[src/rtl/tx_fifo_pkg.sv]
// Shared sizing for the TX FIFO controller and its register file.
package tx_fifo_pkg;
  localparam int TX_FIFO_DEPTH = 6;
  localparam int TX_WORDS      = 4;
  localparam int PTR_W         = 3;
  localparam int SIDE_W        = 2;
  localparam int CNT_W         = 3;

  typedef logic [PTR_W-1:0]  ptr_t;
  typedef logic [SIDE_W-1:0] side_t;
  typedef logic [CNT_W-1:0]  cnt_t;
endpackage

[src/rtl/tx_fifo_ctrl_if.sv]
// Request/status bundle between the TX FIFO controller and its producer/consumer.
interface tx_fifo_ctrl_if;
  import tx_fifo_pkg::*;

  logic  flush;
  logic  wr_req;
  logic  rd_req;
  logic  WE;
  ptr_t  tail_ptr;
  ptr_t  head_ptr;
  side_t head_side;
  cnt_t  count;
  logic  full;
  logic  empty;
  logic  overflow_err;
  logic  underflow_err;

  modport master (
    output flush, wr_req, rd_req,
    input  WE, tail_ptr, head_ptr, head_side, count, full, empty, overflow_err, underflow_err
  );

  modport slave (
    input  flush, wr_req, rd_req,
    output WE, tail_ptr, head_ptr, head_side, count, full, empty, overflow_err, underflow_err
  );
endinterface

[src/rtl/tx_fifo_ctrl_mod_counter.sv]
// Modulo-MOD pointer: increments on inc, wraps MOD-1 to 0, clr/rst force 0.
module mod_counter #(
  parameter int MOD = 6,
  parameter int W   = 3
) (
  input  logic         clk,
  input  logic         rst,
  input  logic         clr,
  input  logic         inc,
  output logic [W-1:0] q
);
  always_ff @(posedge clk) begin
    if (rst || clr) begin
      q <= '0;
    end else if (inc) begin
      q <= (q == W'(MOD - 1)) ? '0 : q + 1'b1;
    end
  end
endmodule

[src/rtl/tx_fifo_ctrl.sv]
// TX FIFO pointer/occupancy controller: block-wide pushes, 32-bit word pops.
module tx_fifo_ctrl
  import tx_fifo_pkg::*;
#(
  parameter int DEPTH = TX_FIFO_DEPTH,
  parameter int WORDS = TX_WORDS
) (
  input logic           clk,
  input logic           rst,
  tx_fifo_ctrl_if.slave bus
);
  logic  push;
  logic  pop;
  logic  last;
  side_t side_q;
  cnt_t  count_q;
  logic  ovf_q;
  logic  unf_q;

  // Full is checked before any same-cycle pop, so a full FIFO never accepts a push.
  assign push = bus.wr_req & ~bus.full & ~bus.flush & ~rst;
  assign pop  = bus.rd_req & ~bus.empty & ~bus.flush & ~rst;
  assign last = pop & (side_q == side_t'(WORDS - 1));

  assign bus.WE            = push;
  assign bus.head_side     = side_q;
  assign bus.count         = count_q;
  assign bus.full          = ~rst & (count_q == cnt_t'(DEPTH));
  assign bus.empty         = rst | (count_q == '0);
  assign bus.overflow_err  = ovf_q;
  assign bus.underflow_err = unf_q;

  mod_counter #(.MOD(DEPTH), .W(PTR_W)) u_tail (
    .clk (clk),
    .rst (rst),
    .clr (bus.flush),
    .inc (push),
    .q   (bus.tail_ptr)
  );

  mod_counter #(.MOD(DEPTH), .W(PTR_W)) u_head (
    .clk (clk),
    .rst (rst),
    .clr (bus.flush),
    .inc (last),
    .q   (bus.head_ptr)
  );

  always_ff @(posedge clk) begin
    if (rst) begin
      side_q  <= '0;
      count_q <= '0;
      ovf_q   <= 1'b0;
      unf_q   <= 1'b0;
    end else begin
      ovf_q <= bus.wr_req & bus.full;
      unf_q <= bus.rd_req & bus.empty;
      if (bus.flush) begin
        side_q  <= '0;
        count_q <= '0;
      end else begin
        if (pop) begin
          side_q <= last ? '0 : side_q + 1'b1;
        end
        if (push && !last) begin
          count_q <= count_q + 1'b1;
        end else if (last && !push) begin
          count_q <= count_q - 1'b1;
        end
      end
    end
  end
endmodule

[src/flat_wrapper.sv]
// flat-port wrapper written by rule: the top's interface ports become plain ports
module tx_fifo_ctrl_flat import tx_fifo_pkg::*;
#(
  parameter int DEPTH = TX_FIFO_DEPTH,
  parameter int WORDS = TX_WORDS
)
  (clk, rst, bus_flush, bus_wr_req, bus_rd_req, bus_WE, bus_tail_ptr, bus_head_ptr, bus_head_side, bus_count, bus_full, bus_empty, bus_overflow_err, bus_underflow_err);
  tx_fifo_ctrl_if bus_i ();
  input logic clk;
  input logic rst;
  input wire logic [$bits(bus_i.flush)-1:0] bus_flush;
  input wire logic [$bits(bus_i.wr_req)-1:0] bus_wr_req;
  input wire logic [$bits(bus_i.rd_req)-1:0] bus_rd_req;
  output wire logic [$bits(bus_i.WE)-1:0] bus_WE;
  output wire logic [$bits(bus_i.tail_ptr)-1:0] bus_tail_ptr;
  output wire logic [$bits(bus_i.head_ptr)-1:0] bus_head_ptr;
  output wire logic [$bits(bus_i.head_side)-1:0] bus_head_side;
  output wire logic [$bits(bus_i.count)-1:0] bus_count;
  output wire logic [$bits(bus_i.full)-1:0] bus_full;
  output wire logic [$bits(bus_i.empty)-1:0] bus_empty;
  output wire logic [$bits(bus_i.overflow_err)-1:0] bus_overflow_err;
  output wire logic [$bits(bus_i.underflow_err)-1:0] bus_underflow_err;
  assign bus_i.flush = bus_flush;
  assign bus_i.wr_req = bus_wr_req;
  assign bus_i.rd_req = bus_rd_req;
  assign bus_WE = bus_i.WE;
  assign bus_tail_ptr = bus_i.tail_ptr;
  assign bus_head_ptr = bus_i.head_ptr;
  assign bus_head_side = bus_i.head_side;
  assign bus_count = bus_i.count;
  assign bus_full = bus_i.full;
  assign bus_empty = bus_i.empty;
  assign bus_overflow_err = bus_i.overflow_err;
  assign bus_underflow_err = bus_i.underflow_err;
  tx_fifo_ctrl #(.DEPTH(DEPTH), .WORDS(WORDS)) u_core (.clk(clk), .rst(rst), .bus(bus_i));
endmodule
[config.mk]
export PLATFORM = sky130hd
export DESIGN_NAME = tx_fifo_ctrl_flat
export DESIGN_NICKNAME = d
export VERILOG_FILES = /design/src/rtl/tx_fifo_pkg.sv /design/src/rtl/tx_fifo_ctrl_if.sv /design/src/rtl/tx_fifo_ctrl_mod_counter.sv /design/src/rtl/tx_fifo_ctrl.sv /design/src/flat_wrapper.sv
export SDC_FILE = /design/constraint.sdc
export NUM_CORES = 1
export LEC_CHECK = 0
export ABC_AREA = 1
export ABC_CLOCK_PERIOD_IN_PS = 2800
export CORE_MARGIN = 10
export CORE_UTILIZATION = 45
export CTS_BUF_LIST = sky130_fd_sc_hd__clkbuf_4 sky130_fd_sc_hd__clkbuf_8
export CTS_CLUSTER_DIAMETER = 150
export CTS_CLUSTER_SIZE = 28
export DETAILED_ROUTE_END_ITERATION = 7
export GPL_TIMING_DRIVEN = 0
export PLACE_DENSITY = 0.88
export SLEW_MARGIN = 20
export SYNTH_ARGS = -nofsm -noshare
export SYNTH_HDL_FRONTEND = slang
export SYNTH_SLANG_ARGS = --single-unit
[constraint.sdc]
create_clock -name clk -period 2.8 [get_ports clk]
set_input_delay 0.56 -clock clk [delete_from_list [all_inputs] [get_ports clk]]
set_output_delay 0.56 -clock clk [all_outputs]
set_load 0.05 [all_outputs]
After elaboration in Yosys (flattened, before gate mapping)
Cells that the tools add are included.
- $mul: 0
- equality and inequality tests: 4
- bitwise logic cells: 15
- divide/modulo/power cells: 0
- reductions and logical operators: 8
- add/sub/neg operators: 5
- multiplexer cells: 5
- shift operators: 0
- order comparisons: 0
- operators by type and width (kind ; count):
    $mux W3 ; 4
    $and A1 B1 Y1 ; 10
    $add A3 B1 Y3 const B ; 3
    $eq A3 B3 Y1 const B ; 3
    $not A1 Y1 ; 4
    $logic_not A3 Y1 ; 1
    $sub A3 B1 Y3 const B ; 1
    $add A2 B1 Y2 const B ; 1
    $eq A2 B2 Y1 const B ; 1
    $logic_and A1 B1 Y1 ; 2
    $logic_not A1 Y1 ; 2
    $mux W2 ; 1
    $reduce_bool A2 Y1 ; 1
    $reduce_or A2 Y1 ; 1
    $logic_or A1 B1 Y1 ; 1
    $or A1 B1 Y1 ; 1
- word-level logic and storage cells: 43
- output and inout bits: 16
- register bits after elaboration: 13
- memories: 0
- latch bits: 0
- bits in read-only memories: 0
- memory bits (writable): 0

Depth between registers and ports, before layout
Gate-level depths: netlist of run 1.
- depth after elaboration: 10
- mapped depth: 12
- depth with buffers taken out: 12

Hierarchy
A second synthesis of run 1 with hierarchy kept.
- cells, all modules: 93
- area total of the unflattened synthesis: 634.4 um^2
- by module, submodules not included (module ; times used ; area an instance (um^2) ; cells each):
    tx_fifo_ctrl ; 1 ; 389.1 ; 55
    mod_counter ; 2 ; 122.6 ; 19

Least setup slack after synthesis of run 1
Ideal clock, no wire load.
- path type: flip-flop to flip-flop
- start: register u_core.count_q[0], in the netlist u_core.bus.count[0]
- end: register u_core.count_q[2], in the netlist u_core.bus.count[2]
- cell stages (with the launch flop): 10
- arrival time: 2.161 ns
- buffers on the path: 0
- path slack: 0.520 ns
- required time: 2.681 ns
- period minus slack after synthesis: 2.280 ns
- setup time: 0.119 ns
- cells stage by stage: dfxtp_1 nor2_2 nor2_4 ha_1 inv_1 fa_1 nand2_1 nand3_1 o21ai_0 a21oi_1
- elaborated cells on any way between the ends: 22
- classes of those cells: 2 x add/sub; 1 x eq/ne; 2 x mux; 11 x bitwise; 6 x reduce/logical
- RTL lines (element ; RTL line ; source):
    start: declaration ; tx_fifo_ctrl.sv:16 ; cnt_t count_q;
    start signal: assignment ; tx_fifo_ctrl.sv:66 ; count_q <= count_q + 1'b1;
    start signal: assignment ; tx_fifo_ctrl.sv:68 ; count_q <= count_q - 1'b1;
    $eq A3 B3 Y1 * ; tx_fifo_ctrl.sv:28 ; assign bus.full = ~rst & (count_q == cnt_t'(DEPTH));
    $and A1 B1 Y1 * ; tx_fifo_ctrl.sv:28 ;
    $not A1 Y1 * ; tx_fifo_ctrl.sv:21 ; assign push = bus.wr_req & ~bus.full & ~bus.flush & ~rst;
    $and A1 B1 Y1 * (3 in series) ; tx_fifo_ctrl.sv:21 ;
    named net bus_WE ; flat_wrapper.sv:14 ; output wire logic [$bits(bus_i.WE)-1:0] bus_WE;
    $logic_not A1 Y1 ; tx_fifo_ctrl.sv:67 ; end else if (last && !push) begin
    $logic_and A1 B1 Y1 ; tx_fifo_ctrl.sv:67 ;
    $reduce_bool A2 Y1 (no source line) ; - ;
Mark *: on every way through the listed nets, which the timed path passes. The rest lies on a longest branch. The select of a mux whose other input is x is not followed.
A chain may end at the register's enable or synchronous reset.

Worst setup path after layout of run 1
- start: input rst
- end: output bus_empty
- longest elaborated chain between the ends: 1
- ends and longest elaborated chain (element ; RTL line ; source):
    start: declaration ; flat_wrapper.sv:10 ; input logic rst;
    $or A1 B1 Y1 ; tx_fifo_ctrl.sv:29 ; assign bus.empty = rst | (count_q == '0);
    end: declaration ; flat_wrapper.sv:20 ; output wire logic [$bits(bus_i.empty)-1:0] bus_empty;
Every way passes these cells.

==> metrics, run 1 <==
status complete, no violations; worst min-delay path class flip-flop to flip-flop; core area between 1000 and 1500 um2; Pwr Density roughly 380 nW/um2; R2R depth 10; Routed Antenna Nets 0; grt ovf 0; CTS tree built; vias about 650; Ys Warns 0; placed instance count approximately 130; routability cong. 0.815; post-synthesis sequential area ratio a little under two fifths; fmax about 370 MHz; Most used DFF post-synth dfxtp_1; Synth Register Bits 13; clock buffer depth 2; Slowest-stage cell, CP clkdlybuf4s50_1; Critical Path RT around 2.2 ns; final worst slack between 0.1 and 0.15 ns; Synth Instances 92; Synth Area per Inst ~7.7 um2; post-CTS repair timing setup buffer count 0; maximum VDD drop roughly 0.26 mV; latest clock arrival within the worst-skew pair 0.27 ns; Die Wd between 50 and 60 um; chip height approximately 60 um; Slew Limit Fails 0; pin count of the biggest net entering global routing 11; Yosys cell types 22; period utilisation layout a little over nine tenths; Clock Sinks 13; H-tree depth 1; Root Driver clkbuf_4; initial core utilization between 40% and 50%; DR DRC count 0; Rows 14; Startpoint Class input port; max cap viols 0; utilization after layout between 60% and 70%; RSZ-0062 raised after global routing no; # setup viols final 0; syn_nets 100; die area approximately 3600 um2; Critical Path Fanout Max 4; worst-path cell chain clkdlybuf4s50_1 -> inv_2 -> nand2_1 -> clkdlybuf4s50_1; initial antenna violation count 0; vias in the first global route about 600; Layout fillers about 120; headroom to the max-slew limit around 66%; CP most frequent cell clkdlybuf4s50_1; Clock Skews between 0.005 and 0.006 ns; Final min period around 2.7 ns; worst-margin pin slew between 0.5 and 0.6 ns; final std cells w/o fill about 130; Final Hold Vio Count 0; Tot Pwr between 0.3 and 0.4 mW; worst hold path cell count 2; num ports 21; Crit. End Element output pin; critical path data arrival time approximately 2.1 ns; drt initial violations 9; hpwl dp approximately 1300 um; max incr delay on CP roughly 0.80 ns; overall routed net length between 1500 and 2000 um; DP Worst Slack -0.181 ns; drt wl/cell around 12 um; Post-synth EDFFs 0; number of diodes 0; most common cell after layout, fill and taps aside clkdlybuf4s50_1; asr flop ratio synth 0%; Port Buffer Count 20; share of layout cells above drive strength 1 16.4%; cts hold-fix bufs 0; Num CTS Buffers 3; total track usage a little under 10%; Area Growth Syn to Fin 35.3%; Worst-path clk slew about 0.08 ns; synthesized area slightly above 700 um2; first-pass GRT wire length 2720 um; Pleak slightly below 0.4 nW; Nets between 100 and 150; drt first pass iters 4; most frequent cells in the layout 19 x clkdlybuf4s50_1, 17 x nand2_1, 16 x inv_1, 13 x dfxtp_1, 7 x nor2_1; WS Path Type input port to output pin; Vias per Instance 4.93
sequential cells by signal (all words and copies together) (netlist names):
name	count
u_core.bus.underflow_err	1
u_core.u_tail.q	3
u_core.bus.head_side	2
u_core.u_head.q	3
u_core.bus.overflow_err	1
u_core.bus.count	3
synthesized netlist by cell type (2+ instances only):
master	number	area (um2)
a21oi_1	6	30.0
dfxtp_1	13	260
ha_1	2	25.0
inv_1	16	60.1
nand2_1	17	63.8
nand2_2	2	12.5
nand2_4	2	22.5
nand3_1	5	25.0
nand4_1	4	25.0
nor2_1	7	26.3
nor2_2	3	18.8
nor2_4	2	22.5
o21ai_0	4	20.0
layout make-up:
type / instances / area (um2) / share of cell area [%]
multi-input combinational: 62 / 382 / 40.0
sequential: 13 / 260 / 27.3
timing repair buffer: 20 / 199 / 20.8
inverter: 17 / 63.8 / 6.68
clock buffer: 4 / 30.0 / 3.15
tap: 16 / 20.0 / 2.10
timing repair:
item	4_1_cts	5_1_grt
endpoints found under the hold margin	0	0
setup endpoints to repair	1	0
resized for setup	1	0
per-layer routing:
layer	part of all wire [%]	wire length, um	GRT usage, %
met1	43	681	10.9
met2	48	751	15.8
met3	7.8	123	3.86
met4	1.2	19	4.49
met5	0	0	0
per-stage QoR:
stage / hold WS, ns / cell area (um2) / setup TNS [ns]
after global routing: 0.528 / 955 / 0
after global placement: 0.473 / 926 / -0.141
after detailed placement: 0.485 / 926 / -0.181
after floorplan: 0.637 / 706 / 0
after CTS: 0.496 / 955 / 0
final: 0.491 / 955 / 0
worst paths after layout:
check	startpoint	to	slack [ns]
max	rst	bus_empty	0.11
min	u_core.bus.head_side[1]$_SDFFE_PP0P_	u_core.bus.head_side[1]$_SDFFE_PP0P_	0.49
max reg2reg	u_core.bus.count[1]$_SDFFE_PP0P_	u_core.bus.count[2]$_SDFFE_PP0P_	0.87
min reg2reg	u_core.bus.head_side[1]$_SDFFE_PP0P_	u_core.bus.head_side[1]$_SDFFE_PP0P_	0.49
critical path, delay by kind of cell:
kind	cells	cell delay [ns]
buffers and inverters	3	1.49
AND/OR/NAND/NOR	1	0.07
report_power, final:
part           internal (mW)  switching [mW]
combinational         0.0180          0.0348
clock                 0.0647          0.0589
sequential             0.187         0.00236
cell families (layout without fill, tap and decap cells):
kind of cell	count (synthesis)	count (layout)	synth area share, %
buffers and inverters	17	41	9.04
adders and majority gates	3	3	6.38
and+or+nand+nor	48	48	39.9
DFF	13	13	36.9
AOI/OAI and AO/OA	11	11	7.80
Note: power is estimated with default switching activity, not from simulation.
==> run 2: changes to the inputs <==
--- a/config.mk
+++ b/config.mk
@@ -7,6 +7,7 @@
 export LEC_CHECK = 0
 export ABC_AREA = 1
 export ABC_CLOCK_PERIOD_IN_PS = 2800
+export CAP_MARGIN = 20
 export CORE_MARGIN = 10
 export CORE_UTILIZATION = 45
 export CTS_BUF_LIST = sky130_fd_sc_hd__clkbuf_4 sky130_fd_sc_hd__clkbuf_8
==> results of run 2 <==
Same layout as run 1: the final DEF is identical, and so are final timing and power.
